## config.mk

```make
export PLATFORM = sky130hd
export DESIGN_NAME = control_mask_delay_line
export DESIGN_NICKNAME = d
export VERILOG_FILES = /design/src/rtl/control_mask_delay_line.sv
export SDC_FILE = /design/constraint.sdc
export NUM_CORES = 1
export LEC_CHECK = 0
export BUFFER_PORTS_ARGS = -buffer_cell sky130_fd_sc_hd__buf_2
export CELL_PAD_IN_SITES_DETAIL_PLACEMENT = 0
export CELL_PAD_IN_SITES_GLOBAL_PLACEMENT = 1
export CORE_ASPECT_RATIO = 0.9
export CORE_MARGIN = 10
export CORE_UTILIZATION = 46
export DETAILED_ROUTE_END_ITERATION = 12
export GPL_ROUTABILITY_DRIVEN = 0
export PLACE_DENSITY_LB_ADDON = 0.08
export SLEW_MARGIN = 20
export SYNTH_ARGS = -nofsm -noshare
export SYNTH_HDL_FRONTEND = slang
export SYNTH_SLANG_ARGS = --single-unit
```

## constraint.sdc

```tcl
create_clock -name clk -period 2.5 [get_ports clk]
set_input_delay 0.125 -clock clk [delete_from_list [all_inputs] [get_ports clk]]
set_output_delay 0.125 -clock clk [all_outputs]
set_load 0.005 [all_outputs]
```

## src/rtl/control_mask_delay_line.sv

```systemverilog
// control_mask_delay_line
//   Programmable-depth delay line for per-pixel control/mask words. Each
//   enabled cycle shifts one word in; out_data returns the word that entered
//   depth_q enabled cycles earlier within the current frame. A start-of-frame
//   pulse flushes all stored words and reloads the active depth. Stalls
//   (en=0) freeze the whole line without inserting bubbles.
//
// Ports
//   clk        rising-edge clock
//   rst_n      asynchronous active-low reset
//   en         pixel advance; the line shifts only when en=1
//   sof        start of frame; synchronous flush and depth reload
//   depth      requested delay in enabled cycles, sampled only on sof
//   in_data    mask word entering the line
//   out_data   registered delayed mask word
//   out_valid  registered; 1 once the line holds depth_q words of this frame
//   depth_err  registered; 1 when the last sampled depth was out of range
module control_mask_delay_line #(
  parameter int DATA_W    = 1,
  parameter int MAX_DEPTH = 15,
  parameter int DEPTH_W   = $clog2(MAX_DEPTH + 1)
) (
  input  logic               clk,
  input  logic               rst_n,
  input  logic               en,
  input  logic               sof,
  input  logic [DEPTH_W-1:0] depth,
  input  logic [DATA_W-1:0]  in_data,
  output logic [DATA_W-1:0]  out_data,
  output logic               out_valid,
  output logic               depth_err
);

  // Stage registers only need MAX_DEPTH-1 entries: the final delay slot is
  // out_data itself, and depth 1 bypasses the stages entirely.
  localparam int                 NSTG  = MAX_DEPTH - 1;
  localparam logic [DEPTH_W-1:0] MAX_D = DEPTH_W'(MAX_DEPTH);
  localparam logic [DEPTH_W-1:0] ONE_D = DEPTH_W'(1);

  logic [DATA_W-1:0]  stage     [NSTG];
  logic [DATA_W-1:0]  stage_nxt [NSTG];
  logic [DEPTH_W-1:0] depth_q;
  logic [DEPTH_W-1:0] depth_nxt;
  logic [DEPTH_W-1:0] fill;
  logic [DEPTH_W-1:0] fill_nxt;
  logic [DATA_W-1:0]  out_nxt;
  logic [DATA_W-1:0]  tap;
  logic               valid_nxt;
  logic               err_nxt;

  // A requested depth is usable only inside 1..MAX_DEPTH.
  function automatic logic depth_ok(input logic [DEPTH_W-1:0] d);
    return (d != '0) && (d <= MAX_D);
  endfunction

  // Fill count saturates so a long frame cannot wrap it back below depth_q.
  function automatic logic [DEPTH_W-1:0] sat_inc(input logic [DEPTH_W-1:0] v);
    return (v >= MAX_D) ? MAX_D : v + ONE_D;
  endfunction

  // Tap select: stage[depth_q-2] holds the word that will be depth_q cycles
  // old once it moves into out_data.
  always_comb begin
    tap = '0;
    for (int i = 0; i < NSTG; i++) begin
      if (depth_q == DEPTH_W'(i + 2)) tap = stage[i];
    end
  end

  // Next-state: sof flushes and reloads; en on the same cycle then admits
  // in_data as the first word of the new frame.
  always_comb begin
    depth_nxt = depth_q;
    err_nxt   = depth_err;
    fill_nxt  = fill;
    out_nxt   = out_data;
    stage_nxt = stage;

    if (sof) begin
      depth_nxt = depth_ok(depth) ? depth : MAX_D;
      err_nxt   = !depth_ok(depth);
      fill_nxt  = '0;
      out_nxt   = '0;
      for (int i = 0; i < NSTG; i++) stage_nxt[i] = '0;
      if (en) begin
        stage_nxt[0] = in_data;
        fill_nxt     = ONE_D;
        if (depth_nxt == ONE_D) out_nxt = in_data;
      end
    end else if (en) begin
      stage_nxt[0] = in_data;
      for (int i = 1; i < NSTG; i++) stage_nxt[i] = stage[i-1];
      out_nxt  = (depth_q == ONE_D) ? in_data : tap;
      fill_nxt = sat_inc(fill);
    end

    valid_nxt = (fill_nxt >= depth_nxt);
  end

  // ---- register stage: line contents, output word and frame control ----
  always_ff @(posedge clk or negedge rst_n) begin
    if (!rst_n) begin
      for (int i = 0; i < NSTG; i++) stage[i] <= '0;
      depth_q   <= MAX_D;
      fill      <= '0;
      out_data  <= '0;
      out_valid <= 1'b0;
      depth_err <= 1'b0;
    end else begin
      for (int i = 0; i < NSTG; i++) stage[i] <= stage_nxt[i];
      depth_q   <= depth_nxt;
      fill      <= fill_nxt;
      out_data  <= out_nxt;
      out_valid <= valid_nxt;
      depth_err <= err_nxt;
    end
  end

endmodule

```

## Word-level counts from Yosys, hierarchy flattened

Cells that the tools add are included.

- Register bits after elaboration: 25
- Input port bits: 9
- Output and inout bits: 3
- Word-level logic and storage cells: 71

- Add/sub/neg operators: 1
- $lt $le $gt $ge: 3
- Equal/unequal tests: 16
- Multiplexer cells: 28
- Reduce and logical (&&, ||, !) cells: 4

Operator list:

| kind | number |
|---|---|
| 4-bit equality test, second input constant | 8 |
| 14-bit two-way mux | 2 |
| 1-bit two-way mux | 21 |
| 4-bit two-way mux | 5 |
| 4-bit by 3-bit equality test with 1-bit output, second input constant | 4 |
| 4-bit by 1-bit equality test with 1-bit output, second input constant | 2 |
| 4-bit by 2-bit equality test with 1-bit output, second input constant | 2 |
| 4-bit by 1-bit adder with 4-bit output, second input constant | 1 |
| 4-bit greater-or-equal comparator | 1 |
| 4-bit greater-or-equal comparator, second input constant | 1 |
| 4-bit <= comparator, second input constant | 1 |
| 4-bit nonzero test | 1 |
| 2-bit nonzero test | 1 |
| 1-bit logical AND | 1 |
| 1-bit zero test | 1 |

## Longest topological paths before layout

Gate-level depths: netlist (run 1).

- Word-level depth: 18
- Mapped depth: 11
- Gate-level depth less buffers: 11

## Worst setup path before layout (run 1)

Ideal clock, no wire load.

- Kind: reg2reg
- Start: reg fill[0]
- End: reg out_valid
- Library setup time: 0.122 ns
- Data arrival time: 1.758 ns
- Data required time: 2.378 ns
- Slack: 0.620 ns
- Cell stages (with the launch flop): 12
- Buffers on the path: 0
- Clock period less this slack: 1.880 ns
- Cell sequence: dfrtp_1 > ha_1 > nand3_1 > nand2_1 > mux2_2 > inv_1 > ha_1 > nand2b_1 > a21oi_1 > nor2b_1 > o21ai_0 > nand2b_1

- Word-level cells in the longest chain between the ends: 5
- Elaborated cells on any way between the ends: 6
- Those cells by class: add/sub (1); order compare (2); mux (3)

RTL lines:

| what | line | source |
|---|---|---|
| start: declaration | 44 | `logic [DEPTH_W-1:0] fill;` |
| start signal: assignment | 112 | `fill <= fill_nxt;` |
| 4-bit by 1-bit adder with 4-bit output or 4-bit greater-or-equal comparator (tied branches) | 58 | `return (v >= MAX_D) ? MAX_D : v + ONE_D;` |
| 4-bit two-way mux | 58 |  |
| 4-bit two-way mux (*) | 90 | `end else if (en) begin` |
| 4-bit two-way mux (*) | 79 | `if (sof) begin` |
| named net fill_nxt[0] | 45 | `logic [DEPTH_W-1:0] fill_nxt;` |
| 4-bit greater-or-equal comparator (*) | 97 | `valid_nxt = (fill_nxt >= depth_nxt);` |
| named net valid_nxt | 48 | `logic valid_nxt;` |
| end signal: assignment | 114 | `out_valid <= valid_nxt;` |
| end: declaration | 30 | `output logic out_valid,` |

The timed path passes the listed nets; every way through them passes the cells marked *.
A chain may end at the register's enable or synchronous reset.

## Worst setup path after layout (run 1)

Same ends and word-level chain as after synthesis.

==> impl_metrics.env, run 1 <==
export IMPL_status="finished clean"
export IMPL_overflow=0
export IMPL_synth_cells=133
export IMPL_place_area_um2=1425
export IMPL_cts_resized=0
export IMPL_antenna_cells=0
export IMPL_cp_arrival_ps=2250
export IMPL_p_switching_mw=0.2152
export IMPL_cts_clk_slew_worst_paths_ps=150
export IMPL_cts_htree_levels=1
export IMPL_rsz0062_at_grt="false"
export IMPL_core_um2=2815
export IMPL_fin_setup_tns_ps=0
export IMPL_synth_distinct_cells=36
export IMPL_max_stage_delay_ps=420
export IMPL_cts_sinks=25
export IMPL_period_share_pct=81.02
export IMPL_yosysSeqAreaShare_pct=45.61
export IMPL_skew_ps=10.14
export IMPL_dieArea_um2=5602
export IMPL_synth_seq_cells=25
export IMPL_hold_viol_final=0
export IMPL_post_cts_buffers=0
export IMPL_totalWireLength_mm=2.669
export IMPL_cts_buffer_depth=2
export IMPL_ioPinCount=12
export IMPL_grt_pass1_wl_mm=4.650
export IMPL_synthDominantCellAreaShare_pct=38.01
export IMPL_hp_class="primary input to flip-flop"
export IMPL_slew_headroom_pct=62.53
export IMPL_yosysMostFrequentCell="dfrtp_1"
export IMPL_p_per_area_nw_per_um2=519.7
export IMPL_die_h_um=72.01
export IMPL_hpwl_mm=1.893
export IMPL_syn_nets=147
export IMPL_cts_buffers=3
export IMPL_syn_area_um2=1383
export IMPL_synthTopCellsByCount="dfrtp_1 (21), mux2i_1 (19), nor2_1 (19)"
export IMPL_placement_rows=18
export IMPL_ys_async_sr_fraction_pct=100.0
export IMPL_nets=155
export IMPL_max_freq_ghz=0.4937
export IMPL_cts_tree="yes"
export IMPL_postRouteAntennaNets=0
export IMPL_finalSetupViolCount=0
export IMPL_slew_viol_final=0
export IMPL_grt_max_degree=29
export IMPL_worstSetupEndpointType="flip-flop"
export IMPL_slowest_stage="dfrtp_1"
export IMPL_peakVddDrop_v=0.0003389
export IMPL_first_pass_iters=4
export IMPL_synthTopCellsByArea="dfrtp_1 (38%), mux2i_1 (14%), dfstp_2 (7.6%), nor2_1 (5.2%), ha_1 (4.5%)"
export IMPL_yosys_area_top_type="dfrtp_1"
export IMPL_p_int_mw=0.5444
export IMPL_area_growth_pct=5.701
export IMPL_die_w_um=77.79
export IMPL_via_per_inst=5.339
export IMPL_grt_util_all_layers_pct=9.905
export IMPL_cp_buffers_inverters=1
export IMPL_drtIter0Drc=132
export IMPL_maxCapViolations=0
export IMPL_period_needed_ps=2026
export IMPL_vias=961
export IMPL_drc=0
export IMPL_synth_yosys_warnings=0
export IMPL_crit_family="simple AND/OR/NAND/NOR gates"
export IMPL_start_util_pct=49.11
export IMPL_fin_area_um2=1461
export IMPL_wire_per_inst_um=14.83
export IMPL_port_buffers=11
export IMPL_crit_chain="ha_1, nand3_1, nand2_1, mux2_2, inv_1, ha_1, nand2b_1, a21oi_1, nor2b_1, o21ai_0, nand2b_1"
export IMPL_grt_pass1_vias=933
export IMPL_worstMarginPinSlew_ps=562.0
export IMPL_combPwrFrac_pct=15.4
export IMPL_leakage_nw=0.7066
export IMPL_drive_above_1_share_pct=16.43
export IMPL_power_frac_clock_pct=25.0
export IMPL_grt_antenna_before_repair=0
export IMPL_cp_start_kind="flip-flop"
export IMPL_cts_hold_fix_buffers=1
export IMPL_cp_max_fo=4
export IMPL_path_class="flip-flop to flip-flop"
export IMPL_dp_cells=175
export IMPL_synth_edff_count=0
export IMPL_seqPwrFrac_pct=59.7
export IMPL_swShare_pct=28.33
export IMPL_root_buffer="clkbuf_4"
export IMPL_avgSynthCellArea_um2=10.40
export IMPL_insertion_delay_ps=320
export IMPL_synth_flop_cell="dfrtp_1"
export IMPL_final_cells=180
export IMPL_worst_ep_required_time_ps=2720
-- sequential cells by signal (all words and copies together), names as in the netlist --
name and count:
out_valid 1, depth_q 4, fill 4, stage 14, out_data 1, depth_err 1
-- worst reg2reg max path, delay by kind of cell (launching register included) --
family | cells | cell delay, ps
AND/OR/NAND/NOR | 5 | 450
adder cells (fa/ha/maj) | 2 | 450
flip-flops | 1 | 420
multiplexers | 1 | 290
AO/OA/AOI/OAI | 2 | 280
buffers and inverters | 1 | 60
-- cell families after synthesis --
kind of cell	Yosys count	share of synthesized area (%)
DFF	25	45.61
AOI/OAI and AO/OA	19	10.23
and+or+nand+nor	46	18.10
adders and majority gates	5	4.525
muxes	20	14.57
buffers and inverters	18	6.968
-- through the flow --
step                setup slack, ps  utilization, %  power [mW]  hold WS [ps]
CTS                           470.0           51.91      0.7677         41.41
detailed placement            482.3           50.62      0.5773         152.8
global placement              559.9           50.62      0.5750         138.8
global route                  356.3           51.91      0.8057         46.45
finish                        474.5           51.91      0.7596         50.95
floorplan                     619.8               -      0.5475        -170.6
-- power by group through the flow --
stage	sequential, mW	clock (mW)	combinational (mW)
final	0.453	0.190	0.117
after detailed placement	0.460	0	0.117
after global routing	0.458	0.216	0.132
after floorplan	0.445	0	0.102
after CTS	0.453	0.196	0.119
after global placement	0.460	0	0.115
-- final timing paths --
check / endpoint / slack, ps / cells after the start / startpoint
worst max-delay path: out_valid / 470 / 11 / fill[0]
worst min-delay path: stage[13] / 50 / 2 / in_data
worst min register to register: depth_err / 530 / 2 / depth_err
max in group asynchronous: depth_q[1] / 1800 / 2 / rst_n
min in group asynchronous: stage[9] / 310 / 2 / rst_n
worst max register to register: out_valid / 470 / 11 / fill[0]
-- layer usage --
metal	wire, um	part of all wire [%]	global-route usage [%]	vias to the layer above
li1	-	-	-	478
met5	0	0	0	-
met1	1398	52	13.80	456
met4	19	0.71	1.822	0
met3	124	4.6	3.079	2
met2	1128	42	14.72	25
-- layout by cell type (no fill, tap or decap) --
cell type / instances
nor4b_4: 1
mux2_2: 1
o21ai_1: 1
clkbuf_1: 1
ha_1: 5
nand2_1: 3
a211o_1: 2
a311oi_1: 1
buf_2: 11
dfstp_2: 4
a221o_1: 1
a22o_1: 2
nor4b_1: 1
o21ai_0: 3
inv_1: 9
clkbuf_4: 3
a31o_2: 1
and2_1: 2
nand4_1: 3
nand2b_1: 4
nor2b_1: 3
nand4b_1: 1
nand3_1: 2
a21oi_2: 1
dlygate4sd3_1: 1
nor3_1: 5
a21oi_1: 3
o22ai_1: 2
a211oi_1: 1
and4_1: 1
nand3b_1: 1
dfrtp_1: 21
a221oi_2: 1
mux2i_1: 19
nor2_1: 19
-- layout make-up --
| type | count | area [um^2] |
|---|---|---|
| Timing Repair Buffer | 12 | 65.06 |
| Multi-Input combinational cell | 90 | 655.6 |
| Clock buffer | 4 | 26.28 |
| Inverter | 9 | 33.78 |
| Sequential cell | 25 | 630.6 |
| Tap cell | 40 | 50.05 |
| Fill cell | 275 | 1354 |
Power figures use the tool's default switching activity.
==> run 2, diff against run 1 <==
clock period = 1.95 ns   (was 2.5 ns; I/O delays follow)
==> run 2 against run 1 <==
Against the previous run: design area grew 6.7%; sequential share of layout area shrank 2.7 points; clock power grew 24%; total power grew 32%; via count grew 1.7%; die area is the same; critical endpoint unchanged; combinational power grew 56%; sequential cell count is the same; utilization grew 3.5 points; highest routed layer unchanged; non-clock buffer count grew 6.
==> impl_metrics.env, run 2 (same netlist as run 1, synthesis figures left out) <==
export IMPL_cts_buffers=3
export IMPL_peakVddDrop_v=0.0005007
export IMPL_max_stage_delay_ps=420
export IMPL_cts_sinks=25
export IMPL_totalWireLength_mm=2.786
export IMPL_seqCellArea_um2=630.6
export IMPL_nets=161
export IMPL_mostFrequentLayoutCells="dfrtp_1 (21), nor2_1 (19), mux2i_1 (19)"
export IMPL_hp_class="primary input to flip-flop"
export IMPL_final_common_cell="dfrtp_1"
export IMPL_leakage_nw=0.7451
export IMPL_crit_family="flip-flops"
export IMPL_insertion_delay_ps=320
export IMPL_overflow=0
export IMPL_path_class="flip-flop to flip-flop"
export IMPL_reg_top3="stage (14), depth_q (4), fill (4)"
export IMPL_cts_buffer_depth=2
export IMPL_slew_headroom_pct=62.46
export IMPL_fin_setup_tns_ps=0
export IMPL_worst_ep_required_time_ps=2160
export IMPL_slowest_stage="dfrtp_1"
export IMPL_skew_ps=7.018
export IMPL_grt_util_all_layers_pct=10.02
export IMPL_cts_tree="yes"
export IMPL_port_buffers=11
export IMPL_die_h_um=72.01
export IMPL_slew_viol_final=0
export IMPL_cp_depth=11
export IMPL_multi_input_area_um2=708.2
export IMPL_crit_chain="ha_2, nand3_2, nand2_1, mux2_4, inv_2, ha_4, nand2b_4, a21oi_2, nor2b_1, o21ai_1, nand2b_1"
export IMPL_worstMarginPinSlew_ps=563.1
export IMPL_via_per_inst=5.253
export IMPL_period_needed_ps=1868
export IMPL_start_util_pct=49.11
export IMPL_core_um2=2815
export IMPL_wire_per_inst_um=14.98
export IMPL_hold_depth=2
export IMPL_drc=0
export IMPL_dieArea_um2=5602
export IMPL_regMostFlops="stage"
export IMPL_p_per_area_nw_per_um2=641.4
export IMPL_period_share_pct=95.77
export IMPL_hold_viol_final=0
export IMPL_cts_clk_slew_worst_paths_ps=140
export IMPL_antenna_cells=0
export IMPL_finalSetupViolCount=0
export IMPL_drive_above_1_share_pct=25.34
export IMPL_timing_hold_ws_ps=33.48
export IMPL_cts_htree_levels=1
export IMPL_cp_arrival_ps=2080
export IMPL_grt_max_degree=26
export IMPL_grt_pass1_vias=961
export IMPL_grt_antenna_before_repair=0
export IMPL_largest_reg_flops=14
export IMPL_cp_buffers_inverters=1
export IMPL_vias=977
export IMPL_maxCapViolations=0
export IMPL_first_pass_iters=4
export IMPL_drtIter0Drc=70
export IMPL_fillers=258
export IMPL_placement_rows=18
export IMPL_status="finished clean"
export IMPL_grt_pass1_wl_mm=4.643
export IMPL_hpwl_mm=1.954
export IMPL_r2r_worst_path_cells=11
export IMPL_die_w_um=77.79
export IMPL_postRouteAntennaNets=0
export IMPL_worstSetupEndpointType="flip-flop"
export IMPL_root_buffer="clkbuf_4"
export IMPL_cp_start_kind="flip-flop"
export IMPL_max_freq_ghz=0.5354
export IMPL_area_growth_pct=12.76
export IMPL_cp_max_fo=2
export IMPL_ioPinCount=12
==> run 2: worst paths after layout <==
path,start,end,slack [ps]
setup / recovery,fill[1],out_valid,80
hold / removal,in_data,stage[13],30
setup reg to reg,fill[1],out_valid,80
hold reg to reg,depth_err,depth_err,530
max in group asynchronous,rst_n,depth_q[0],1270
min in group asynchronous,rst_n,stage[10],290
==> run 2: metal layers <==
metal	vias up	global-route usage, %	routed length [um]	part of all wire (%)
met1	467	13.98	1469	53
li1	494	-	-	-
met4	0	1.822	12	0.43
met2	14	14.54	1196	43
met5	-	0	0	0
met3	2	3.571	107	3.8
==> run 2: what timing repair did <==
| item | 4_1_cts | 5_1_grt |
|---|---|---|
| gates resized for setup | 3 | 8 |
| setup endpoints to repair | 1 | 1 |
| pin swaps | 1 | 4 |
| endpoints found under the hold margin | 21 | 0 |
| setup buffers | 2 | 0 |
| hold buffers | 1 | 0 |
==> run 2: area by class of cell <==
class                   instances  area share [%]
inverters                       9           2.167
clock buffers                   4           1.685
multi-input cells              90           45.43
well taps                      40           3.210
repair buffers                 18           7.063
flip-flops and latches         25           40.45
==> run 2: stage by stage <==
stage | setup slack [ps] | cell area (um^2) | util [%] | power (mW) | instances
finish | 82.39 | 1559 | 55.38 | 1.000 | 186
global route | -20.70 | 1559 | 55.38 | 1.059 | 186
CTS | 7.363 | 1516 | 53.87 | 0.9946 | 186
detailed placement | -66.17 | 1455 | 51.69 | 0.7443 | 179
global placement | -5.362 | 1455 | 51.69 | 0.7422 | 179
floorplan | 69.84 | 1383 | - | 0.7020 | 133
==> run 2: report_power, final <==
part           leakage [nW]  switching (mW)  internal [mW]
clock network        0.0150           0.155         0.0800
registers             0.329          0.0342          0.548
logic                 0.401          0.0923         0.0904
total                 0.745           0.281          0.719
==> run 3, diff against run 2 <==
CORE_ASPECT_RATIO = unset   (was 0.9)
==> run 3 against run 2 <==
Against the previous run: combinational power fell by 5%; global-route usage rose by 0.60 points; clock power barely moved; sequential power barely moved; utilization fell by 1.1 points; register-to-register slack barely moved; clock skew fell by 3.0 ps; non-clock buffer count fell by 1; cell count fell by 5.4%; die area barely moved; via count rose by 3.1%; worst setup slack got worse by 7.1 ps.
==> impl_metrics.env, run 3 (same netlist as run 1, synthesis figures left out) <==
export IMPL_insertion_delay_ps=320
export IMPL_reg2reg_slack_ps=80
export IMPL_die_w_um=74.83
export IMPL_grt_pass1_wl_mm=4.595
export IMPL_hp_class="primary input to flip-flop"
export IMPL_placement_rows=19
export IMPL_maxCapViolations=0
export IMPL_p_per_area_nw_per_um2=652.3
export IMPL_skew_ps=4.059
export IMPL_worstMarginPinSlew_ps=570.0
export IMPL_grt_util_all_layers_pct=10.62
export IMPL_core_um2=2805
export IMPL_cp_start_kind="flip-flop"
export IMPL_slew_headroom_pct=62.00
export IMPL_r2r_worst_path_cells=11
export IMPL_postRouteAntennaNets=0
export IMPL_totalWireLength_mm=2.798
export IMPL_cts_buffers=3
export IMPL_hold_depth=2
export IMPL_fillers=272
export IMPL_slew_viol_final=0
export IMPL_overflow=0
export IMPL_worst_ep_required_time_ps=2180
export IMPL_finalSetupViolCount=0
export IMPL_cts_clk_slew_worst_paths_ps=140
export IMPL_leakage_nw=0.7413
export IMPL_wire_per_inst_um=15.90
export IMPL_cts_sinks=25
export IMPL_hold_viol_final=0
export IMPL_ioPinCount=12
export IMPL_largest_reg_flops=14
export IMPL_die_h_um=74.83
export IMPL_dieArea_um2=5599
export IMPL_area_growth_pct=10.05
export IMPL_drc=0
export IMPL_worstSetupEndpointType="flip-flop"
export IMPL_first_pass_iters=4
export IMPL_r2r_start="fill[1]"
export IMPL_grt_pass1_vias=957
export IMPL_grt_max_degree=26
export IMPL_startpoint="fill[1]"
export IMPL_cp_max_fo=3
export IMPL_reg_top3="stage (14), depth_q (4), fill (4)"
export IMPL_r2r_end="out_valid"
export IMPL_cts_buffer_depth=2
export IMPL_fin_setup_tns_ps=0
export IMPL_drtIter0Drc=78
export IMPL_period_share_pct=96.14
export IMPL_nets=160
export IMPL_setup_slack_ps=75.33
export IMPL_peakVddDrop_v=0.0004864
export IMPL_status="finished clean"
export IMPL_path_class="flip-flop to flip-flop"
export IMPL_antenna_cells=0
export IMPL_worstSetupEndpoint="out_valid"
export IMPL_via_per_inst=5.722
export IMPL_dpl_worst_slack_ps=-12.75
export IMPL_grt_antenna_before_repair=0
export IMPL_start_util_pct=49.29
export IMPL_port_buffers=11
export IMPL_period_needed_ps=1875
export IMPL_cp_arrival_ps=2100
export IMPL_final_common_cell="dfrtp_1"
export IMPL_cts_htree_levels=1
export IMPL_regMostFlops="stage"
export IMPL_drive_above_1_share_pct=24.14
export IMPL_max_freq_ghz=0.5334
export IMPL_cts_tree="yes"
export IMPL_mostFrequentLayoutCells="dfrtp_1 (21), nor2_1 (19), mux2i_1 (19)"
export IMPL_root_buffer="clkbuf_4"
export IMPL_hpwl_mm=1.974
export IMPL_vias=1007
[run 3: cell types whose count changed in the layout (fill, tap and decap cells not counted), sizes merged]
cell / change
buf: -1
[run 3: layer usage]
metal | GRT usage, % | vias to the layer above | routed length, um
met5 | 0 | - | 0
met1 | 13.21 | 488 | 1271
met2 | 17.33 | 17 | 1378
li1 | - | 494 | -
met4 | 2.731 | 0 | 27
met3 | 3.417 | 8 | 120
[run 3: how the worst min path moves through the flow]
stage | startpoint | end | slack (ps)
global placement | rst_n | stage[9] | 120
finish | in_data | stage[13] | 40
detailed placement | rst_n | stage[10] | 120
CTS | in_data | stage[13] | 40
floorplan | rst_n | depth_err | -200
global route | in_data | stage[13] | 30
[run 3: timing repair]
item,in CTS,in global routing
setup buffers,0,1
hold endpoints to repair,21,0
resized for setup,2,7
hold buffers,1,0
endpoints found under the setup margin,1,1
pin swaps,0,4
[run 3: area by class of cell]
| type | instances | area, um^2 | area share (%) |
|---|---|---|---|
| Tap cell | 31 | 38.79 | 2.549 |
| Clock buffer | 4 | 26.28 | 1.727 |
| Sequential cell | 25 | 630.6 | 41.45 |
| Multi-Input combinational cell | 90 | 689.4 | 45.31 |
| Timing Repair Buffer | 17 | 102.6 | 6.743 |
| Inverter | 9 | 33.78 | 2.220 |
[run 3: stage by stage]
stage / power, mW / util [%] / instances / cell area (um^2) / hold WS, ps
after floorplan: 0.7020 / - / 133 / 1383 / -198.1
after global placement: 0.7442 / 51.47 / 170 / 1444 / 117.0
after detailed placement: 0.7485 / 51.47 / 170 / 1444 / 123.6
after CTS: 0.9875 / 52.94 / 175 / 1485 / 39.03
after global routing: 1.043 / 54.24 / 176 / 1521 / 30.66
final: 0.9925 / 54.24 / 176 / 1521 / 43.82
[run 3: power breakdown]
| group | internal, mW | switching [mW] | total, mW |
|---|---|---|---|
| logic | 0.0856 | 0.0884 | 0.174 |
| registers | 0.548 | 0.0348 | 0.583 |
| clock network | 0.0801 | 0.155 | 0.236 |
| total | 0.714 | 0.279 | 0.992 |
[run 3: worst max-delay path, stage by stage (launching register included)]
cell and delay [ps]:
dfrtp_1 430, ha_2 200, nand3_2 90, nand2_1 60, mux2_4 270, inv_2 50
ha_1 210, nand2b_4 140, a21oi_2 100, nor2b_1 50, o21ai_1 120, nand2b_1 60
